==> src/rtl/scaler_pkg.sv <==
`default_nettype none
// ============================================================================
//  Module      : scaler_pkg
//  Description : Shared definitions for the scaler output line-buffer reader.
//                Contains the read FSM state encoding, buffer status
//                constants, the HOLD length and a line-length clamp helper.
//  Revision    : 1.0 - initial release
// ============================================================================
package scaler_pkg;

    typedef enum logic [2:0] {
        S_IDLE  = 3'd0,
        S_WAIT  = 3'd1,
        S_READ  = 3'd2,
        S_DRAIN = 3'd3,
        S_DONE  = 3'd4,
        S_HOLD  = 3'd5
    } rd_state_t;

    // Buffer status as seen on rempty
    localparam logic REMPTY    = 1'b0;
    localparam logic RNONEMPTY = 1'b1;

    // The buffer's status flag is registered from its space counter and
    // lags the bank release by this many cycles.
    localparam int HOLD_CYCLES = 2;

    localparam int LEN_W = 12;

    function automatic logic [LEN_W-1:0] clamp_len(
        input logic [LEN_W-1:0] width,
        input logic [LEN_W-1:0] max_len
    );
        return (width > max_len) ? max_len : width;
    endfunction

endpackage
`default_nettype wire

==> src/rtl/scaler_vout_skid.sv <==
`default_nettype none
// ============================================================================
//  Module      : scaler_vout_skid
//  Description : Small synchronous FIFO that absorbs the BRAM read latency.
//                The producer is credit-controlled, so no full flag is
//                needed. The head entry is presented combinationally.
//  Ports       : clk, rst (async, active-high)
//                push/wdata  - write one entry
//                pop         - remove head entry (ignored when empty)
//                count       - number of stored entries
//                valid       - FIFO not empty
//                head        - oldest entry
//  Revision    : 1.0 - initial release
// ============================================================================
module scaler_vout_skid
    import scaler_pkg::*;
#(
    parameter int WIDTH = 9,
    parameter int DEPTH = 4,
    parameter int CNT_W = $clog2(DEPTH + 1)
) (
    input  logic             clk,
    input  logic             rst,
    input  logic             push,
    input  logic [WIDTH-1:0] wdata,
    input  logic             pop,
    output logic [CNT_W-1:0] count,
    output logic             valid,
    output logic [WIDTH-1:0] head
);

    localparam int PTR_W = (DEPTH > 1) ? $clog2(DEPTH) : 1;
    localparam logic [PTR_W-1:0] PTR_LAST = PTR_W'(DEPTH - 1);

    logic [WIDTH-1:0] mem [DEPTH];
    logic [PTR_W-1:0] wr_ptr;
    logic [PTR_W-1:0] rd_ptr;
    logic             do_pop;

    assign valid  = (count != '0);
    assign do_pop = pop & valid;
    assign head   = mem[rd_ptr];

    // Storage is reset so the head (and therefore the pixel output) reads
    // as zero after reset.
    always_ff @(posedge clk or posedge rst) begin
        if (rst) begin
            for (int i = 0; i < DEPTH; i++) begin
                mem[i] <= '0;
            end
            wr_ptr <= '0;
            rd_ptr <= '0;
            count  <= '0;
        end else begin
            if (push) begin
                mem[wr_ptr] <= wdata;
                wr_ptr      <= (wr_ptr == PTR_LAST) ? '0 : wr_ptr + 1'b1;
            end
            if (do_pop) begin
                rd_ptr <= (rd_ptr == PTR_LAST) ? '0 : rd_ptr + 1'b1;
            end
            count <= count + CNT_W'(push) - CNT_W'(do_pop);
        end
    end

endmodule
`default_nettype wire

==> src/rtl/scaler_vout_rd.sv <==
`default_nettype none
// ============================================================================
//  Module      : scaler_vout_rd
//  Description : Read-side controller for the scaler output ping-pong line
//                buffer. Waits for a filled bank, reads one line from it,
//                absorbs the BRAM latency in a skid FIFO and streams the
//                pixels out on a valid/ready interface. Pulses rdone to free
//                the bank once the last pixel has been accepted.
//  Ports       : core_clk, core_rst (async, active-high)
//                line_width      - pixels per line, sampled on READ entry
//                rempty          - 1 = at least one bank filled
//                enb/addrb/doutb - BRAM read port (two banks, one-hot enb)
//                rdone           - one-cycle bank release pulse
//                m_valid/m_ready/m_data/m_last - pixel stream
//                line_cnt        - completed line count (optional)
//  Options     : SCALER_VOUT_RD_LINE_CNT_EN adds the line_cnt output.
//  Revision    : 1.0 - initial release
// ============================================================================
module scaler_vout_rd
    import scaler_pkg::*;
#(
    parameter int BRAM_DEEP          = 1920,
    parameter int BRAM_ADDR_BITWIDTH = 11,
    parameter int BRAM_DATA_BITWIDTH = 8,
    parameter int BRAM_DELAY         = 2
) (
    input  logic                            core_clk,
    input  logic                            core_rst,
    input  logic [LEN_W-1:0]                line_width,
    input  logic                            rempty,
    output logic [1:0]                      enb,
    output logic [BRAM_ADDR_BITWIDTH-1:0]   addrb,
    input  logic [2*BRAM_DATA_BITWIDTH-1:0] doutb,
    output logic                            rdone,
    output logic                            m_valid,
    input  logic                            m_ready,
    output logic [BRAM_DATA_BITWIDTH-1:0]   m_data,
    output logic                            m_last
`ifdef SCALER_VOUT_RD_LINE_CNT_EN
    ,
    output logic [15:0]                     line_cnt
`endif
);

    localparam int FIFO_DEPTH = BRAM_DELAY + 2;
    localparam int CNT_W      = $clog2(FIFO_DEPTH + 1);
    localparam int FIFO_W     = BRAM_DATA_BITWIDTH + 1;
    localparam int HOLD_W     = 2;

    localparam logic [CNT_W:0]     CREDIT_MAX = (CNT_W + 1)'(FIFO_DEPTH);
    localparam logic [LEN_W-1:0]   MAX_LEN    = LEN_W'(BRAM_DEEP);
    localparam logic [HOLD_W-1:0]  HOLD_LAST  = HOLD_W'(HOLD_CYCLES - 1);

    rd_state_t                     state;
    rd_state_t                     state_nxt;
    logic                          rd_bank;
    logic [BRAM_ADDR_BITWIDTH-1:0] rd_addr;
    logic [LEN_W-1:0]              len;
    logic [HOLD_W-1:0]             hold_cnt;
    logic [CNT_W-1:0]              inflight;

    // Per-read tags travelling alongside the BRAM latency
    logic [BRAM_DELAY-1:0]         tag_vld;
    logic [BRAM_DELAY-1:0]         tag_bank;
    logic [BRAM_DELAY-1:0]         tag_last;

    logic [CNT_W-1:0]              fifo_count;
    logic [FIFO_W-1:0]             fifo_head;
    logic [FIFO_W-1:0]             fifo_wdata;
    logic                          fifo_push;
    logic                          fifo_valid;

    logic [CNT_W:0]                credit_used;
    logic                          credit_ok;
    logic                          issue;
    logic                          last_issue;
    logic                          line_start;
    logic                          hs_last;
    logic [BRAM_DATA_BITWIDTH-1:0] ret_data;

    // ------------------------------------------------------------------
    // Read issue: a read may only be issued while the words already in
    // flight plus those sitting in the FIFO leave room for its return.
    // ------------------------------------------------------------------
    assign credit_used = {1'b0, inflight} + {1'b0, fifo_count};
    assign credit_ok   = (credit_used < CREDIT_MAX);
    assign issue       = (state == S_READ) && credit_ok;
    assign last_issue  = issue && (LEN_W'(rd_addr) == (len - 1'b1));
    assign line_start  = (state == S_WAIT) && (rempty == RNONEMPTY) &&
                         (line_width != '0);

    assign enb   = issue ? (rd_bank ? 2'b10 : 2'b01) : 2'b00;
    assign addrb = rd_addr;
    assign rdone = (state == S_DONE);

    assign m_valid = fifo_valid;
    assign m_data  = fifo_head[BRAM_DATA_BITWIDTH-1:0];
    assign m_last  = fifo_head[BRAM_DATA_BITWIDTH];
    assign hs_last = m_valid & m_ready & m_last;

    // ------------------------------------------------------------------
    // FSM
    // ------------------------------------------------------------------
    always_ff @(posedge core_clk or posedge core_rst) begin
        if (core_rst) begin
            state <= S_IDLE;
        end else begin
            state <= state_nxt;
        end
    end

    always_comb begin
        state_nxt = state;
        case (state)
            S_IDLE:  state_nxt = S_WAIT;
            S_WAIT:  if (line_start) state_nxt = S_READ;
            S_READ:  if (last_issue) state_nxt = S_DRAIN;
            S_DRAIN: if (hs_last)    state_nxt = S_DONE;
            S_DONE:  state_nxt = S_HOLD;
            S_HOLD:  if (hold_cnt == HOLD_LAST) state_nxt = S_WAIT;
            default: state_nxt = S_IDLE;
        endcase
    end

    // ------------------------------------------------------------------
    // Line bookkeeping
    // ------------------------------------------------------------------
    always_ff @(posedge core_clk or posedge core_rst) begin
        if (core_rst) begin
            rd_bank  <= 1'b0;
            rd_addr  <= '0;
            len      <= '0;
            hold_cnt <= '0;
        end else begin
            if (line_start) begin
                len <= clamp_len(line_width, MAX_LEN);
            end

            if (state == S_DONE) begin
                rd_bank <= ~rd_bank;
                rd_addr <= '0;
            end else if (issue) begin
                rd_addr <= rd_addr + 1'b1;
            end

            hold_cnt <= (state == S_HOLD) ? hold_cnt + 1'b1 : '0;
        end
    end

    // ------------------------------------------------------------------
    // Latency pipeline: tags emerge from the last stage in the same cycle
    // the BRAM presents the matching word on doutb.
    // ------------------------------------------------------------------
    always_ff @(posedge core_clk or posedge core_rst) begin
        if (core_rst) begin
            tag_vld  <= '0;
            tag_bank <= '0;
            tag_last <= '0;
            inflight <= '0;
        end else begin
            tag_vld[0]  <= issue;
            tag_bank[0] <= rd_bank;
            tag_last[0] <= last_issue;
            for (int i = 1; i < BRAM_DELAY; i++) begin
                tag_vld[i]  <= tag_vld[i-1];
                tag_bank[i] <= tag_bank[i-1];
                tag_last[i] <= tag_last[i-1];
            end
            inflight <= inflight + CNT_W'(issue) - CNT_W'(tag_vld[BRAM_DELAY-1]);
        end
    end

    assign ret_data   = tag_bank[BRAM_DELAY-1] ?
                        doutb[2*BRAM_DATA_BITWIDTH-1:BRAM_DATA_BITWIDTH] :
                        doutb[BRAM_DATA_BITWIDTH-1:0];
    assign fifo_push  = tag_vld[BRAM_DELAY-1];
    assign fifo_wdata = {tag_last[BRAM_DELAY-1], ret_data};

    scaler_vout_skid #(
        .WIDTH (FIFO_W),
        .DEPTH (FIFO_DEPTH),
        .CNT_W (CNT_W)
    ) u_skid (
        .clk   (core_clk),
        .rst   (core_rst),
        .push  (fifo_push),
        .wdata (fifo_wdata),
        .pop   (m_ready),
        .count (fifo_count),
        .valid (fifo_valid),
        .head  (fifo_head)
    );

`ifdef SCALER_VOUT_RD_LINE_CNT_EN
    always_ff @(posedge core_clk or posedge core_rst) begin
        if (core_rst) begin
            line_cnt <= '0;
        end else if (state == S_DONE) begin
            line_cnt <= line_cnt + 16'd1;
        end
    end
`endif

endmodule
`default_nettype wire

==> config.mk <==
export PLATFORM = sky130hd
export DESIGN_NAME = scaler_vout_rd
export DESIGN_NICKNAME = d
export VERILOG_FILES = /design/src/rtl/scaler_pkg.sv /design/src/rtl/scaler_vout_skid.sv /design/src/rtl/scaler_vout_rd.sv
export SDC_FILE = /design/constraint.sdc
export NUM_CORES = 1
export LEC_CHECK = 0
export BUFFER_PORTS_ARGS = -buffer_cell sky130_fd_sc_hd__buf_2
export CELL_PAD_IN_SITES_DETAIL_PLACEMENT = 1
export CELL_PAD_IN_SITES_GLOBAL_PLACEMENT = 2
export CORE_UTILIZATION = 40
export DETAILED_ROUTE_END_ITERATION = 8
export GPL_TIMING_DRIVEN = 0
export PLACE_DENSITY = 0.91
export SYNTH_ARGS = -nofsm -noshare
export SYNTH_HDL_FRONTEND = slang
export SYNTH_SLANG_ARGS = --single-unit
==> constraint.sdc <==
create_clock -name core_clk -period 3.85 [get_ports core_clk]
set_input_delay 0.385 -clock core_clk [delete_from_list [all_inputs] [get_ports core_clk]]
set_output_delay 0.385 -clock core_clk [all_outputs]
set_load 0.05 [all_outputs]
==> summary.md <==
| Metric | Value |
|---|---|
| Outcome | finished clean |
| Clock network power share | 17.7% |
| Overall routing resource usage | 20.2% |
| Max Cap Violations | 0 |
| Worst Path Max Fanout | 10 |
| Peak VDD IR | 300 uV |
| Startpoint types | flop |
| Crit end category | primary output |
| #FFs+latches synth | 81 |
| Num Clock Sinks | 81 |
| DR vias | 3056 |
| I/O Buffers | 55 |
| Routed length on met3 | 241 um |
| Post-route setup slack | 1.19 ns |
| Post-synthesis sequential area ratio | 50.4% |
| Crit Path Category | reg -> out |
| P&R area growth vs syn | 17.0% |
| Synth Area per Inst | 10.6 um^2 |
| Initial Util | 41.1% |
| Crit path cell chain | buf_1 -> mux4_2 -> buf_2 |
| Final period util | 69.1% |
| TritonCTS buffer count | 9 |
| EDFF count, synth | 0 |
| Routability congestion estimate | 0.797 |
| Net Sw Power | 1.58 mW |
| RSZ-0062 raised after global routing | false |
| Post-Syn Instances | 379 |
| DR WL met2 | 5.08 mm |
| Syn. warnings | 0 |
| Slew Limit Fails | 0 |
| # diodes | 0 |
| FF/Latch Area | 2030 um^2 |
| R2R Path End | addrb[10] |
| Worst EP arrival | 2.28 ns |
| WP buf/inv | 2 |
| Uppermost routed layer | met4 |
| Detail Route Antenna Nets | 0 |
| Post-Place Worst Slack | 1.33 ns |
| Largest net degree at the start of global routing | 52 |
| Clk root buf | clkbuf_8 |
| Crit Reg-Reg Startpoint | inflight[2] |
| Worst path depth | 3 |
| Post-synth ARST share | 100% |
| Switching share of power | 42.8% |
| Drt wl/cell | 16.4 um |
| Initial antenna violation count | 0 |
| Hold buffers post-CTS | 0 |
| Worst Hold Class | in -> async |
| I/O pin cnt | 56 |
| Fin Clk Skew | 0.00730 ns |
| Hold Fails Final Rpt | 0 |
| Crit path max-delay cell type | buf_1 |
| DRC | 0 |
| # rows | 36 |
| Leading area contributor after synthesis | dfrtp_1 |
| Combinational power share | 44.2% |
| PwrDens | 784 nW/um^2 |
| Core footprint | 9770 um^2 |
| TNS Setup | 0 ns |
| Top FF cell, synth | dfrtp_1 |
| Die Y | 102 um |
| Yosys cell types | 45 |
| Final Util | 48.1% |
| Drt total wl | 9.58 mm |
| Final Critical Period | 2.66 ns |
| Fraction of layout cells with a size suffix above 1 | 20.8% |
| Area of the multi-input gates | 1850 um^2 |
| Vias/cell | 5.23 |
| Synth Cell Area | 4020 um^2 |
| Layout fillers | 1145 |
| Iter 0 DRT Violations | 86 |
| R2r worst-path depth | 8 |
| First-pass DRT Iterations | 4 |
| CP max stage delay | 0.65 ns |
| Leakage power | 2.07 nW |
| Mapped Nets | 427 |
| Die width | 102 um |
| Clock transition at path regs | 0.09 ns |
| Max Freq | 0.376 GHz |
| Finished Layout Cells | 584 |
| Placed cell count | 568 |
| Die Area | 10500 um^2 |
| CTS tree | done |
| Reg2reg setup slack | 1.36 ns |
| Metal1 wirelength | 4.12 mm |
| Post-CTS setup buffer count | 0 |
| GRT overflow | 0 |
| Post_cts resized | 0 |
| Clk_lat worst skew | 0.35 ns |
| Least-Margin Pin Slew | 0.830 ns |
| Synth top area share | 50.4% |
| PnR Total Power | 3.69 mW |
| Placed wire-length estimate | 7.15 mm |
| CP startpoint | u_skid.rd_ptr[0] |
| Worst EP required | 3.46 ns |
| H-Tree Depth | 3 |
| Internal power | 2.11 mW |
| Setup violations, final | 0 |
| Via count of the first global-routing pass | 3292 |
| Nets | 494 |
| First-pass GRT wire length | 15.9 mm |
| Sequential power share | 38.1% |
| Slew margin rel. | 44.7% |
| Synth area leaders | dfrtp_1, nor2_1, mux4_2, a21oi_1, ha_1 |
| Clock tree buffer depth | 2 |
| Family with the most delay on the worst path | buffers and inverters |
==> synthesized netlist by cell type, types with 2 or more instances <==
master    number
xor2_1        10
mux4_2         9
ha_1          14
o21ai_0        9
a22oi_1        2
nand2_1       23
or3_1          4
mux2_2         5
nand2b_1       2
a21oi_1       38
a22o_1         7
nand3_1        6
nor4_1         5
nor2_1        59
inv_1         18
nor2b_1        2
mux2i_1       11
dfrtp_1       81
nand4_1        6
clkbuf_1      15
xnor2_1       15
fa_1           2
and2_1         6
nor3_1         6
and3_1         4
==> layout make-up <==
class | instances | area share, %
Sequential cell | 81 | 43.1
Clock buffer | 10 | 2.93
Timing Repair Buffer | 56 | 6.44
Buffer | 17 | 1.52
Tap cell | 133 | 3.54
Inverter | 19 | 1.57
Clock inverter | 6 | 1.54
Multi-Input combinational cell | 262 | 39.3
==> worst max-delay path by stage <==
| stage | end | slack [ns] |
|---|---|---|
| 2_1_floorplan | addrb[0] | 1.38 |
| 3_3_place_gp | tag_vld[1] | 0.45 |
| 3_5_place_dp | addrb[8] | 1.33 |
| 4_1_cts | m_data[7] | 1.13 |
| 5_1_grt | m_data[7] | 1.03 |
| 6_report | m_data[7] | 1.19 |
==> flip-flops by register name, indices dropped and copies added (netlist names) <==
| register | flops |
|---|---|
| addrb | 11 |
| u_skid.wr_ptr | 2 |
| tag_vld | 2 |
| u_skid.mem | 36 |
| len | 12 |
| inflight | 3 |
| tag_last | 2 |
| rd_bank | 1 |
| u_skid.count | 3 |
| state | 3 |
| tag_bank | 2 |
| hold_cnt | 2 |
| u_skid.rd_ptr | 2 |
==> logic make-up after synthesis <==
logic type                 after synthesis  share of synthesized area, %
DFF                                     81                          50.4
and+or+nand+nor                        127                          14.5
adders and majority gates               16                          5.36
muxes                                   25                          9.18
xor gates and xnor gates                25                          5.45
AOI/OAI and AO/OA                       69                          11.5
buffers and inverters                   36                          3.55
==> cell usage in the layout (no fill, tap or decap), types with 2 or more instances in the layout <==
master / n
a21oi_1: 38
a22o_1: 7
a22oi_1: 2
and2_1: 6
and3_1: 4
buf_2: 55
clkbuf_1: 15
clkbuf_8: 10
dfrtp_1: 81
fa_1: 2
ha_1: 14
inv_1: 17
inv_6: 3
mux2_2: 5
mux2i_1: 11
mux4_2: 9
nand2_1: 23
nand2b_1: 2
nand3_1: 6
nand4_1: 6
nor2_1: 59
nor2b_1: 2
nor3_1: 6
nor4_1: 5
o21ai_0: 9
or3_1: 4
xnor2_1: 15
xor2_1: 10
==> per-stage QoR <==
step | instance area, um^2 | hold slack (ns)
after floorplan | 4020 | 0.331
final | 4700 | 0.0202
after global routing | 4700 | 0.0226
after CTS | 4700 | 0.0157
after global placement | 4460 | 0.333
after detailed placement | 4490 | 0.344
==> per-layer routing <==
layer,GRT usage (%),vias to the layer above
met4,6.04,0
met5,0,-
met3,4.17,10
met2,37.2,48
li1,-,1448
met1,23.5,1550
==> power groups by stage <==
stage | Sequential, mW | Combinational [mW] | Clock [mW]
floorplan | 1.40 | 1.24 | 0
global placement | 1.40 | 1.55 | 0
detailed placement | 1.42 | 1.66 | 0
CTS | 1.40 | 1.66 | 0.675
global route | 1.45 | 1.81 | 0.705
finish | 1.40 | 1.63 | 0.652
No activity file was read; power rests on OpenSTA's default activity.
